<file path="src/rtl/spi_i2s_pkg.sv">
// Shared definitions for the SPI/I2S transmit controller: FSM encoding,
// word-size codes and small helpers used when a word is captured.
package spi_i2s_pkg;

    typedef enum logic [1:0] {
        ST_IDLE  = 2'd0,
        ST_SETUP = 2'd1,
        ST_SHIFT = 2'd2,
        ST_HOLD  = 2'd3
    } state_e;

    localparam int SIZE_W   = 2;
    localparam int BITCNT_W = 6;

    localparam logic [SIZE_W-1:0] SIZE_8  = 2'b00;
    localparam logic [SIZE_W-1:0] SIZE_16 = 2'b01;
    localparam logic [SIZE_W-1:0] SIZE_24 = 2'b10;
    localparam logic [SIZE_W-1:0] SIZE_32 = 2'b11;

    // Bit counter load value: word length minus one.
    function automatic logic [BITCNT_W-1:0] bit_cnt_load(input logic [SIZE_W-1:0] size);
        logic [BITCNT_W-1:0] load;
        case (size)
            SIZE_8:  load = 6'd7;
            SIZE_16: load = 6'd15;
            SIZE_24: load = 6'd23;
            SIZE_32: load = 6'd31;
            default: load = 6'd7;
        endcase
        return load;
    endfunction

    // Left-align the active bits so the MSB of the word sits at bit 31;
    // bits above the word length are shifted out and never reach mosi.
    function automatic logic [31:0] align_word(input logic [31:0] data,
                                               input logic [SIZE_W-1:0] size);
        logic [31:0] aligned;
        case (size)
            SIZE_8:  aligned = {data[7:0],  24'd0};
            SIZE_16: aligned = {data[15:0], 16'd0};
            SIZE_24: aligned = {data[23:0], 8'd0};
            SIZE_32: aligned = data;
            default: aligned = {data[7:0],  24'd0};
        endcase
        return aligned;
    endfunction

endpackage

</file>
<file path="src/rtl/spi_i2s_sck_tick.sv">
// Half-period timer: emits a one-cycle tick every (div+1) cycles while
// enabled. The divider is latched at each reload so a new clk_div value
// only applies from the next half-period.
module spi_i2s_sck_tick #(
    parameter int DIV_W = 8
) (
    input  logic             clk,
    input  logic             rst_n,
    input  logic             en_i,
    input  logic             start_i,
    input  logic [DIV_W-1:0] div_i,
    output logic             tick_o
);

    logic [DIV_W-1:0] cnt_q;
    logic [DIV_W-1:0] cnt_d;
    logic [DIV_W-1:0] div_q;
    logic [DIV_W-1:0] div_d;
    logic             reload_s;

    // Tick on terminal count; reload on start, on tick, or while disabled.
    always_comb begin
        tick_o   = en_i & (cnt_q == div_q);
        reload_s = start_i | ~en_i | tick_o;
        if (reload_s) begin
            cnt_d = {DIV_W{1'b0}};
            div_d = div_i;
        end else begin
            cnt_d = cnt_q + {{(DIV_W-1){1'b0}}, 1'b1};
            div_d = div_q;
        end
    end

    // Counter and latched divider registers.
    always_ff @(posedge clk) begin
        if (!rst_n) begin
            cnt_q <= {DIV_W{1'b0}};
            div_q <= {DIV_W{1'b0}};
        end else begin
            cnt_q <= cnt_d;
            div_q <= div_d;
        end
    end

endmodule

</file>
<file path="src/rtl/spi_i2s_tx_ctrl.sv">
// SPI/I2S transmit controller: pops words from a show-ahead TX FIFO and
// serialises them MSB first with programmable length, clock polarity and
// half-period. Consecutive words stream back-to-back under one chip select.
module spi_i2s_tx_ctrl
    import spi_i2s_pkg::*;
#(
    parameter int DIV_W = 8
) (
    input  logic             clk,
    input  logic             rst_n,
    input  logic             enable,
    input  logic             cpol,
    input  logic [1:0]       size_select,
    input  logic [DIV_W-1:0] clk_div,
    input  logic [3:0]       fifo_fill,
    input  logic [31:0]      fifo_data,
    output logic             fifo_read,
    output logic             spi_sck,
    output logic             spi_cs_n,
    output logic             spi_mosi,
    output logic             busy,
    output logic             done
);

    state_e              state_q;
    state_e              state_d;
    logic [31:0]         shift_q;
    logic [31:0]         shift_d;
    logic [BITCNT_W-1:0] bit_cnt_q;
    logic [BITCNT_W-1:0] bit_cnt_d;
    logic                phase_q;
    logic                phase_d;
    logic                cpol_q;
    logic                cpol_d;
    logic                sck_q;
    logic                sck_d;
    logic                cs_n_q;
    logic                cs_n_d;
    logic                mosi_q;
    logic                mosi_d;
    logic                done_q;
    logic                done_d;
    logic                busy_q;

    logic                pop_ok_s;
    logic                rd_s;
    logic                tick_s;
    logic                tick_en_s;
    logic                last_edge_s;
    logic [31:0]         aligned_s;

    assign pop_ok_s    = enable & (fifo_fill != 4'd0);
    assign tick_en_s   = (state_q != ST_IDLE);
    assign aligned_s   = align_word(fifo_data, size_select);
    assign last_edge_s = tick_s & phase_q & (bit_cnt_q == 6'd0);

    // The pop strobe is suppressed while reset is asserted so a reset
    // cycle can never drain the FIFO.
    assign fifo_read = rd_s & rst_n;
    assign spi_sck   = sck_q;
    assign spi_cs_n  = cs_n_q;
    assign spi_mosi  = mosi_q;
    assign busy      = busy_q;
    assign done      = done_q;

    spi_i2s_sck_tick #(
        .DIV_W (DIV_W)
    ) u_tick (
        .clk     (clk),
        .rst_n   (rst_n),
        .en_i    (tick_en_s),
        .start_i (rd_s),
        .div_i   (clk_div),
        .tick_o  (tick_s)
    );

    // FSM state register.
    always_ff @(posedge clk) begin
        if (!rst_n) begin
            state_q <= ST_IDLE;
        end else begin
            state_q <= state_d;
        end
    end

    // FSM next-state logic.
    always_comb begin
        state_d = state_q;
        case (state_q)
            ST_IDLE: begin
                if (pop_ok_s) state_d = ST_SETUP;
                else          state_d = ST_IDLE;
            end
            ST_SETUP: begin
                if (tick_s) state_d = ST_SHIFT;
                else        state_d = ST_SETUP;
            end
            ST_SHIFT: begin
                if (last_edge_s && !pop_ok_s) state_d = ST_HOLD;
                else                          state_d = ST_SHIFT;
            end
            ST_HOLD: begin
                if (tick_s) state_d = ST_IDLE;
                else        state_d = ST_HOLD;
            end
            default: state_d = ST_IDLE;
        endcase
    end

    // FSM output and datapath next-state logic.
    always_comb begin
        rd_s      = 1'b0;
        done_d    = 1'b0;
        shift_d   = shift_q;
        bit_cnt_d = bit_cnt_q;
        phase_d   = phase_q;
        cpol_d    = cpol_q;
        sck_d     = sck_q;
        cs_n_d    = cs_n_q;
        mosi_d    = mosi_q;
        case (state_q)
            ST_IDLE: begin
                phase_d = 1'b0;
                sck_d   = cpol;
                if (pop_ok_s) begin
                    rd_s      = 1'b1;
                    shift_d   = aligned_s;
                    bit_cnt_d = bit_cnt_load(size_select);
                    cpol_d    = cpol;
                    cs_n_d    = 1'b0;
                    mosi_d    = aligned_s[31];
                end else begin
                    cs_n_d = 1'b1;
                    mosi_d = 1'b0;
                end
            end
            ST_SETUP: begin
                if (tick_s) phase_d = 1'b0;
                else        phase_d = phase_q;
            end
            ST_SHIFT: begin
                if (tick_s && !phase_q) begin
                    // Leading edge: sample point for the receiver.
                    sck_d   = ~cpol_q;
                    phase_d = 1'b1;
                end else if (tick_s) begin
                    // Trailing edge: the only place mosi is allowed to move.
                    sck_d   = cpol_q;
                    phase_d = 1'b0;
                    if (bit_cnt_q != 6'd0) begin
                        bit_cnt_d = bit_cnt_q - 6'd1;
                        shift_d   = shift_q << 1;
                        mosi_d    = shift_q[30];
                    end else begin
                        done_d = 1'b1;
                        if (pop_ok_s) begin
                            rd_s      = 1'b1;
                            shift_d   = aligned_s;
                            bit_cnt_d = bit_cnt_load(size_select);
                            cpol_d    = cpol;
                            sck_d     = cpol;
                            mosi_d    = aligned_s[31];
                        end else begin
                            mosi_d = mosi_q;
                        end
                    end
                end else begin
                    phase_d = phase_q;
                end
            end
            ST_HOLD: begin
                if (tick_s) cs_n_d = 1'b1;
                else        cs_n_d = 1'b0;
            end
            default: begin
                cs_n_d = 1'b1;
                sck_d  = cpol;
                mosi_d = 1'b0;
            end
        endcase
    end

    // Datapath and serial output registers.
    always_ff @(posedge clk) begin
        if (!rst_n) begin
            shift_q   <= 32'd0;
            bit_cnt_q <= 6'd0;
            phase_q   <= 1'b0;
            cpol_q    <= 1'b0;
            sck_q     <= cpol;
            cs_n_q    <= 1'b1;
            mosi_q    <= 1'b0;
            done_q    <= 1'b0;
            busy_q    <= 1'b0;
        end else begin
            shift_q   <= shift_d;
            bit_cnt_q <= bit_cnt_d;
            phase_q   <= phase_d;
            cpol_q    <= cpol_d;
            sck_q     <= sck_d;
            cs_n_q    <= cs_n_d;
            mosi_q    <= mosi_d;
            done_q    <= done_d;
            busy_q    <= (state_d != ST_IDLE);
        end
    end

endmodule

</file>
<file path="config.mk">
export PLATFORM = sky130hd
export DESIGN_NAME = spi_i2s_tx_ctrl
export DESIGN_NICKNAME = d
export VERILOG_FILES = /design/src/rtl/spi_i2s_pkg.sv /design/src/rtl/spi_i2s_sck_tick.sv /design/src/rtl/spi_i2s_tx_ctrl.sv
export SDC_FILE = /design/constraint.sdc
export NUM_CORES = 1
export LEC_CHECK = 0
export ABC_AREA = 1
export BUFFER_PORTS_ARGS = -buffer_cell sky130_fd_sc_hd__buf_2
export CAP_MARGIN = 25
export CORE_MARGIN = 2
export CORE_UTILIZATION = 50
export CTS_BUF_LIST = sky130_fd_sc_hd__clkbuf_16
export CTS_CLUSTER_DIAMETER = 120
export DETAILED_ROUTE_END_ITERATION = 10
export PLACE_DENSITY = 0.73
export SLEW_MARGIN = 20
export SYNTH_ARGS = -nofsm -noshare
export SYNTH_HDL_FRONTEND = slang
export SYNTH_SLANG_ARGS = --single-unit
export TNS_END_PERCENT = 50
</file>
<file path="constraint.sdc">
create_clock -name clk -period 2.2 [get_ports clk]
set_clock_uncertainty 0.15 [all_clocks]
set_input_delay 0.11 -clock clk [delete_from_list [all_inputs] [get_ports clk]]
set_output_delay 0.11 -clock clk [all_outputs]
set_load 0.02 [all_outputs]
</file>
Word-level counts from Yosys, hierarchy flattened
Index checks and enable logic that the tools add are counted.

Input port bits: 50. Logic and storage cells: 100. Bits in registers: 63.

Equal/unequal tests: 12. Reduce and logical (&&, ||, !) cells: 19. Multiplexer cells: 43. Bitwise logic cells: 12. Add/sub/neg operators: 2.

Operators by type and width (number): $mux 32 (4); $pmux 32 s4 (1); $pmux 32 s2 (1); $mux 6 (4); $pmux 6 s4 (1); $mux 1 (22); $pmux 6 s2 (1); $pmux 1 s2 (5); $add 8x1->8 const B (1); $eq 2x2->1 const B (4); $eq 8x8->1 (1); $pmux 2 s4 (1); $reduce_bool 2->1 (4); $logic_not 6->1 (1); $reduce_bool 6->1 (1); $sub 6x1->6 const B (1); $and 1x1->1 (5); $not 1->1 (5); $eq 2x1->1 const B (2); $logic_not 2->1 (2); $mux 2 (2); $ne 2x2->1 const B (2); $ne 4x4->1 const B (1); $reduce_and 4->1 (1); 12 further kinds (15).

Logic depth before layout (Yosys ltp)
Depth in word-level cells: 10. Depth in mapped cells: 15. Mapped depth without buffers: 14.

Cells and area by module
Synthesis repeated with hierarchy kept, for this count alone.

Cell total of the unflattened synthesis: 522. Area total of the unflattened synthesis: 3509.6 sq um.

By module, submodules not included: spi_i2s_tx_ctrl (cells each 403, area each 2675.1 sq um, times used 1); spi_i2s_sck_tick (cells each 119, area each 834.6 sq um, times used 1).

Worst setup path after synthesis
No wires, ideal clock.

Kind: flip-flop to flip-flop. Start point: reg state_q[0]. End point: reg bit_cnt_q[0]. Arrival: 2037 ps. Period minus slack after synthesis: 2305 ps. Slack: -105 ps. Path buffers: 1. Library setup time: 118 ps. Stages on the path, launching flop included: 14. Cells stage by stage: dfxtp_1 inv_1 ha_1 inv_2 nand2_1 nor2_1 nand2_1 nor2_8 ha_1 a21oi_1 nand2_4 buf_2 nor3_1 nor2_1.

Longest elaborated chain between the ends: 5.

RTL lines: start: declaration (line spi_i2s_tx_ctrl.sv:25) `state_e state_q;`; start signal: assignment (line spi_i2s_tx_ctrl.sv:82) `state_q <= state_d;`; $reduce_bool 2->1 (line spi_i2s_tx_ctrl.sv:53) `assign tick_en_s = (state_q != ST_IDLE);`; $and 1x1->1 (line spi_i2s_sck_tick.sv:23) `tick_o = en_i & (cnt_q == div_q);`; $logic_and 1x1->1 (line spi_i2s_tx_ctrl.sv:142) `if (tick_s && !phase_q) begin`; $ne 2x2->1 (no line); $reduce_and 3->1 (no line); end signal: assignment (line spi_i2s_tx_ctrl.sv:197) `bit_cnt_q <= bit_cnt_d;`; end: declaration (line spi_i2s_tx_ctrl.sv:29) `logic [BITCNT_W-1:0] bit_cnt_q;`.

Several ways; a longest one is shown, not always the timed one. A chain may end at the register's enable or synchronous reset.

Final worst setup path
Start point: reg state_q[1]. End point: out fifo_read.

Longest elaborated chain between the ends: 6.

RTL lines: $reduce_bool 2->1 (line spi_i2s_tx_ctrl.sv:53); $and 1x1->1 (line spi_i2s_sck_tick.sv:23); $mux 1 / $logic_and 1x1->1 (equally long branches) (line spi_i2s_tx_ctrl.sv:146, spi_i2s_tx_ctrl.sv:142); $mux 1 (line spi_i2s_tx_ctrl.sv:142); $pmux 1 s2 * (line spi_i2s_tx_ctrl.sv:121) `case (state_q)`; $and 1x1->1 * (line spi_i2s_tx_ctrl.sv:59) `assign fifo_read = rd_s & rst_n;`; end: declaration (line spi_i2s_tx_ctrl.sv:17) `output logic fifo_read,`.

Every way passes the cells marked *; elsewhere a longest branch is shown, timed or not.

==> flow_summary.json <==
{
  "synth_area_leaders": "nand2_1 (30%), dfxtp_1 (28%), a21oi_1 (5.6%), inv_1 (5.4%), nand3_1 (5.3%)",
  "rsz0062_at_grt": "true",
  "grt_pass1_wl_mm": 21.7,
  "place_area_um2": 4820,
  "synth_top_area_share_pct": 30.4,
  "ys_seq_area_share_pct": 28.4,
  "synth_area_um2": 4400,
  "synthToLayoutAreaGrowth_pct": 25.4,
  "dp_hpwl_mm": 8.82,
  "drt_wl_total_mm": 13.6,
  "critical_path.cell_chain": "inv_2, ha_4, inv_4, nand2_2, nor2_2, nand2_2, nor2_8, ha_4, nor2_4, nand4_1, a21oi_2, buf_6",
  "p_per_area_nw_per_um2": 597,
  "cp_top_family": "simple AND/OR/NAND/NOR gates",
  "die_w_um": 97.8,
  "grt_max_degree": 39,
  "viasPerCell": 5.43,
  "required_ps": 1940,
  "ioPinCount": 56,
  "finalSetupViolCount": 0,
  "fin_nets": 903,
  "slowest_delay_ps": 320,
  "place_ws_ps": 5.74,
  "grtUsageTotal_pct": 27.6,
  "r2r-end": "busy$_SDFF_PN0_",
  "min_path_type": "in2reg",
  "min_from": "fifo_data[25]",
  "cpMaxStageDelayCell": "dfxtp_2",
  "timing.slew.headroom_pct": 63.9,
  "synth_area_per_cell_um2": 5.79,
  "die_h_um": 97.8,
  "worstSetupEndpointType": "output port",
  "cts_root_buffer": "clkbuf_16",
  "firstDrtPassIters": 5,
  "grt_pass1_vias": 4632,
  "hold_path_end": "shift_q[25]$_SDFFE_PN0P_",
  "crit_buf_inv": 3,
  "p_leak_nw": 2.75,
  "whs_path_depth": 5,
  "overflow": 0,
  "htree_levels": 3,
  "start_util_pct": 51.0,
  "outcome": "complete, no violations",
  "cap_violations": 0,
  "syn_inst": 760,
  "report.final.slew_viol_count": 0,
  "drtAntennaViolNets": 0,
  "clock_latency_ps": 330,
  "yosys_warnings": 0,
  "synthArstFlopShare_pct": 0,
  "drc": 0,
  "cts_tree": "done",
  "clock.fmax_mhz": 462,
  "yosysUniqueCellTypes": 39,
  "crit_arrival_ps": 1910,
  "peakVddDrop_uv": 423,
  "portBuffers": 55,
  "fin_crit_ps": 2170,
  "cts_buffers": 9,
  "antenna_found_initial": 0,
  "hold_violations": 0,
  "setup_ws_ps": 33.5,
  "synth-seq-cells": 62,
  "vias": 5190,
  "path_class": "reg2out",
  "timing.final.crit_share_pct": 98.5,
  "dieArea_um2": 9570,
  "cts.sinks": 62,
  "worstMarginPinSlew_ps": 540,
  "synth_enable_flop_cells": 1,
  "drt-initial-drc-count": 377,
  "wl_per_cell_um": 14.3,
  "finalInstanceArea_um2": 5520,
  "cts.path.max_buffers": 2,
  "rows": 34,
  "cp_max_fo": 3,
  "reg2reg_slack_ps": 40,
  "coreArea_um2": 8640,
  "cts.clk_slew.worst_paths_ps": 60,
  "gp_congestion": 0.844,
  "synth_top_cell_by_area": "nand2_1",
  "num_antenna_cells": 0,
  "r2r-start": "state_q[1]$_SDFF_PN0_",
  "startpoint_type": "flop",
  "synth_ff_type": "dfxtp_1",
  "syn-num-nets": 821,
  "r2r.worst_path.cells": 15,
  "drive_gt1_share_pct": 18.7
}
[placed cells by master (no fill, tap or decap), types with 3 or more instances in the layout]
| cell | Yosys | final |
|---|---|---|
| xor2_1 | 5 | 5 |
| clkinv_4 | 0 | 3 |
| nand2_8 | 1 | 4 |
| inv_2 | 7 | 8 |
| o21ai_1 | 10 | 9 |
| a21oi_1 | 49 | 47 |
| a221oi_1 | 3 | 3 |
| dfxtp_2 | 0 | 6 |
| nor3b_1 | 3 | 3 |
| dlygate4sd3_1 | 0 | 11 |
| nor2_2 | 4 | 5 |
| nor3_1 | 4 | 4 |
| buf_2 | 15 | 54 |
| xnor2_1 | 3 | 3 |
| nand3_2 | 2 | 7 |
| buf_4 | 1 | 33 |
| clkbuf_16 | 0 | 10 |
| nand4_1 | 7 | 7 |
| a211oi_1 | 5 | 5 |
| nand3_1 | 47 | 42 |
| dfxtp_1 | 61 | 55 |
| o22ai_1 | 3 | 3 |
| a21oi_2 | 2 | 3 |
| nand2_2 | 2 | 5 |
| inv_1 | 63 | 61 |
| nor2_1 | 48 | 45 |
| nand2_1 | 356 | 352 |
| ha_1 | 11 | 8 |
| o21ai_0 | 17 | 17 |
[Yosys cell counts (3+ instances only)]
cell type	instances
xnor2_1	3
nand2_1	356
clkbuf_1	10
buf_2	15
nor3b_1	3
buf_6	3
o21ai_1	10
o22ai_1	3
xor2_1	5
nand4_1	7
inv_1	63
a211oi_1	5
dfxtp_1	61
buf_1	5
a21oi_1	49
ha_1	11
nor2_1	48
nand3_1	47
inv_2	7
o21ai_0	17
nor3_1	4
nor2_2	4
a221oi_1	3
[final cells by class]
cell class | count | area, um^2
well taps | 108 | 135
fillers | 825 | 3120
flip-flops and latches | 62 | 1260
clock buffers | 9 | 225
inverters | 72 | 277
clock inverters | 7 | 48.8
multi-input cells | 594 | 2860
repair buffers | 103 | 711
[through the flow]
step | power, mW | hold WS (ps) | instances | util, % | setup TNS (ps)
3_5_place_dp | 1.90 | 241 | 910 | 55.8 | 0
6_report | 3.29 | 21.9 | 955 | 63.9 | 0
5_1_grt | 3.45 | 46.1 | 955 | 63.9 | -295
3_3_place_gp | 1.89 | 227 | 910 | 55.8 | 0
4_1_cts | 3.23 | 6.72 | 943 | 61.1 | -11.5
2_1_floorplan | 1.71 | 121 | 760 | - | 0
[metal layers]
| metal | vias to the layer above | wire, um | track usage (%) |
|---|---|---|---|
| met5 | - | 0 | 0 |
| met4 | 0 | 482 | 10.7 |
| met3 | 38 | 1060 | 5.80 |
| met2 | 228 | 6490 | 46.4 |
| met1 | 2355 | 5570 | 34.8 |
| li1 | 2569 | - | - |
[power breakdown]
part / internal, mW / leakage (nW) / switching [mW] / total (mW)
combinational: 0.280 / 2.10 / 0.469 / 0.750
sequential: 1.19 / 0.513 / 0.0391 / 1.23
clock: 0.763 / 0.137 / 0.550 / 1.31
total: 2.23 / 2.75 / 1.06 / 3.29
[worst max-delay path by stage]
stage,from,end,slack [ps],depth (start not counted)
2_1_floorplan,state_q[0]$_SDFF_PN0_,shift_q[16]$_SDFFE_PN0P_,10,15
3_3_place_gp,state_q[0]$_SDFF_PN0_,busy$_SDFF_PN0_,120,13
3_5_place_dp,state_q[0]$_SDFF_PN0_,shift_q[20]$_SDFFE_PN0P_,6,14
4_1_cts,state_q[0]$_SDFF_PN0_,fifo_read,-10,12
5_1_grt,state_q[1]$_SDFF_PN0_,busy$_SDFF_PN0_,-60,15
6_report,state_q[1]$_SDFF_PN0_,fifo_read,30,12
[tightest hold or removal path, stage by stage]
cell      delay (ps)
buf_2             80
a221oi_1          70
nand2_1           70
nor2_1            50
nor2_1            80
[state kept, by name, summed over array words and instances (netlist names), 2 cells and up]
register,flops
shift_q,31
state_q,2
u_tick.cnt_q,8
bit_cnt_q,6
u_tick.div_q,8
[cells by family after synthesis]
group	synth area share [%]
simple gates	44.8
flops	28.4
buf+inv	10.4
xor+xnor	1.59
compound gates	11.6
fa+ha+maj	3.13
[what timing repair did]
item                       4_1_cts  5_1_grt
resized for setup                7       32
hold buffers                    11        0
setup endpoints to repair        3       44
buffers inserted                 5        9
hold endpoints to repair        11        0
cloned                           1        3
pin swaps                        4       11
Note: power is estimated with default switching activity, not from simulation.
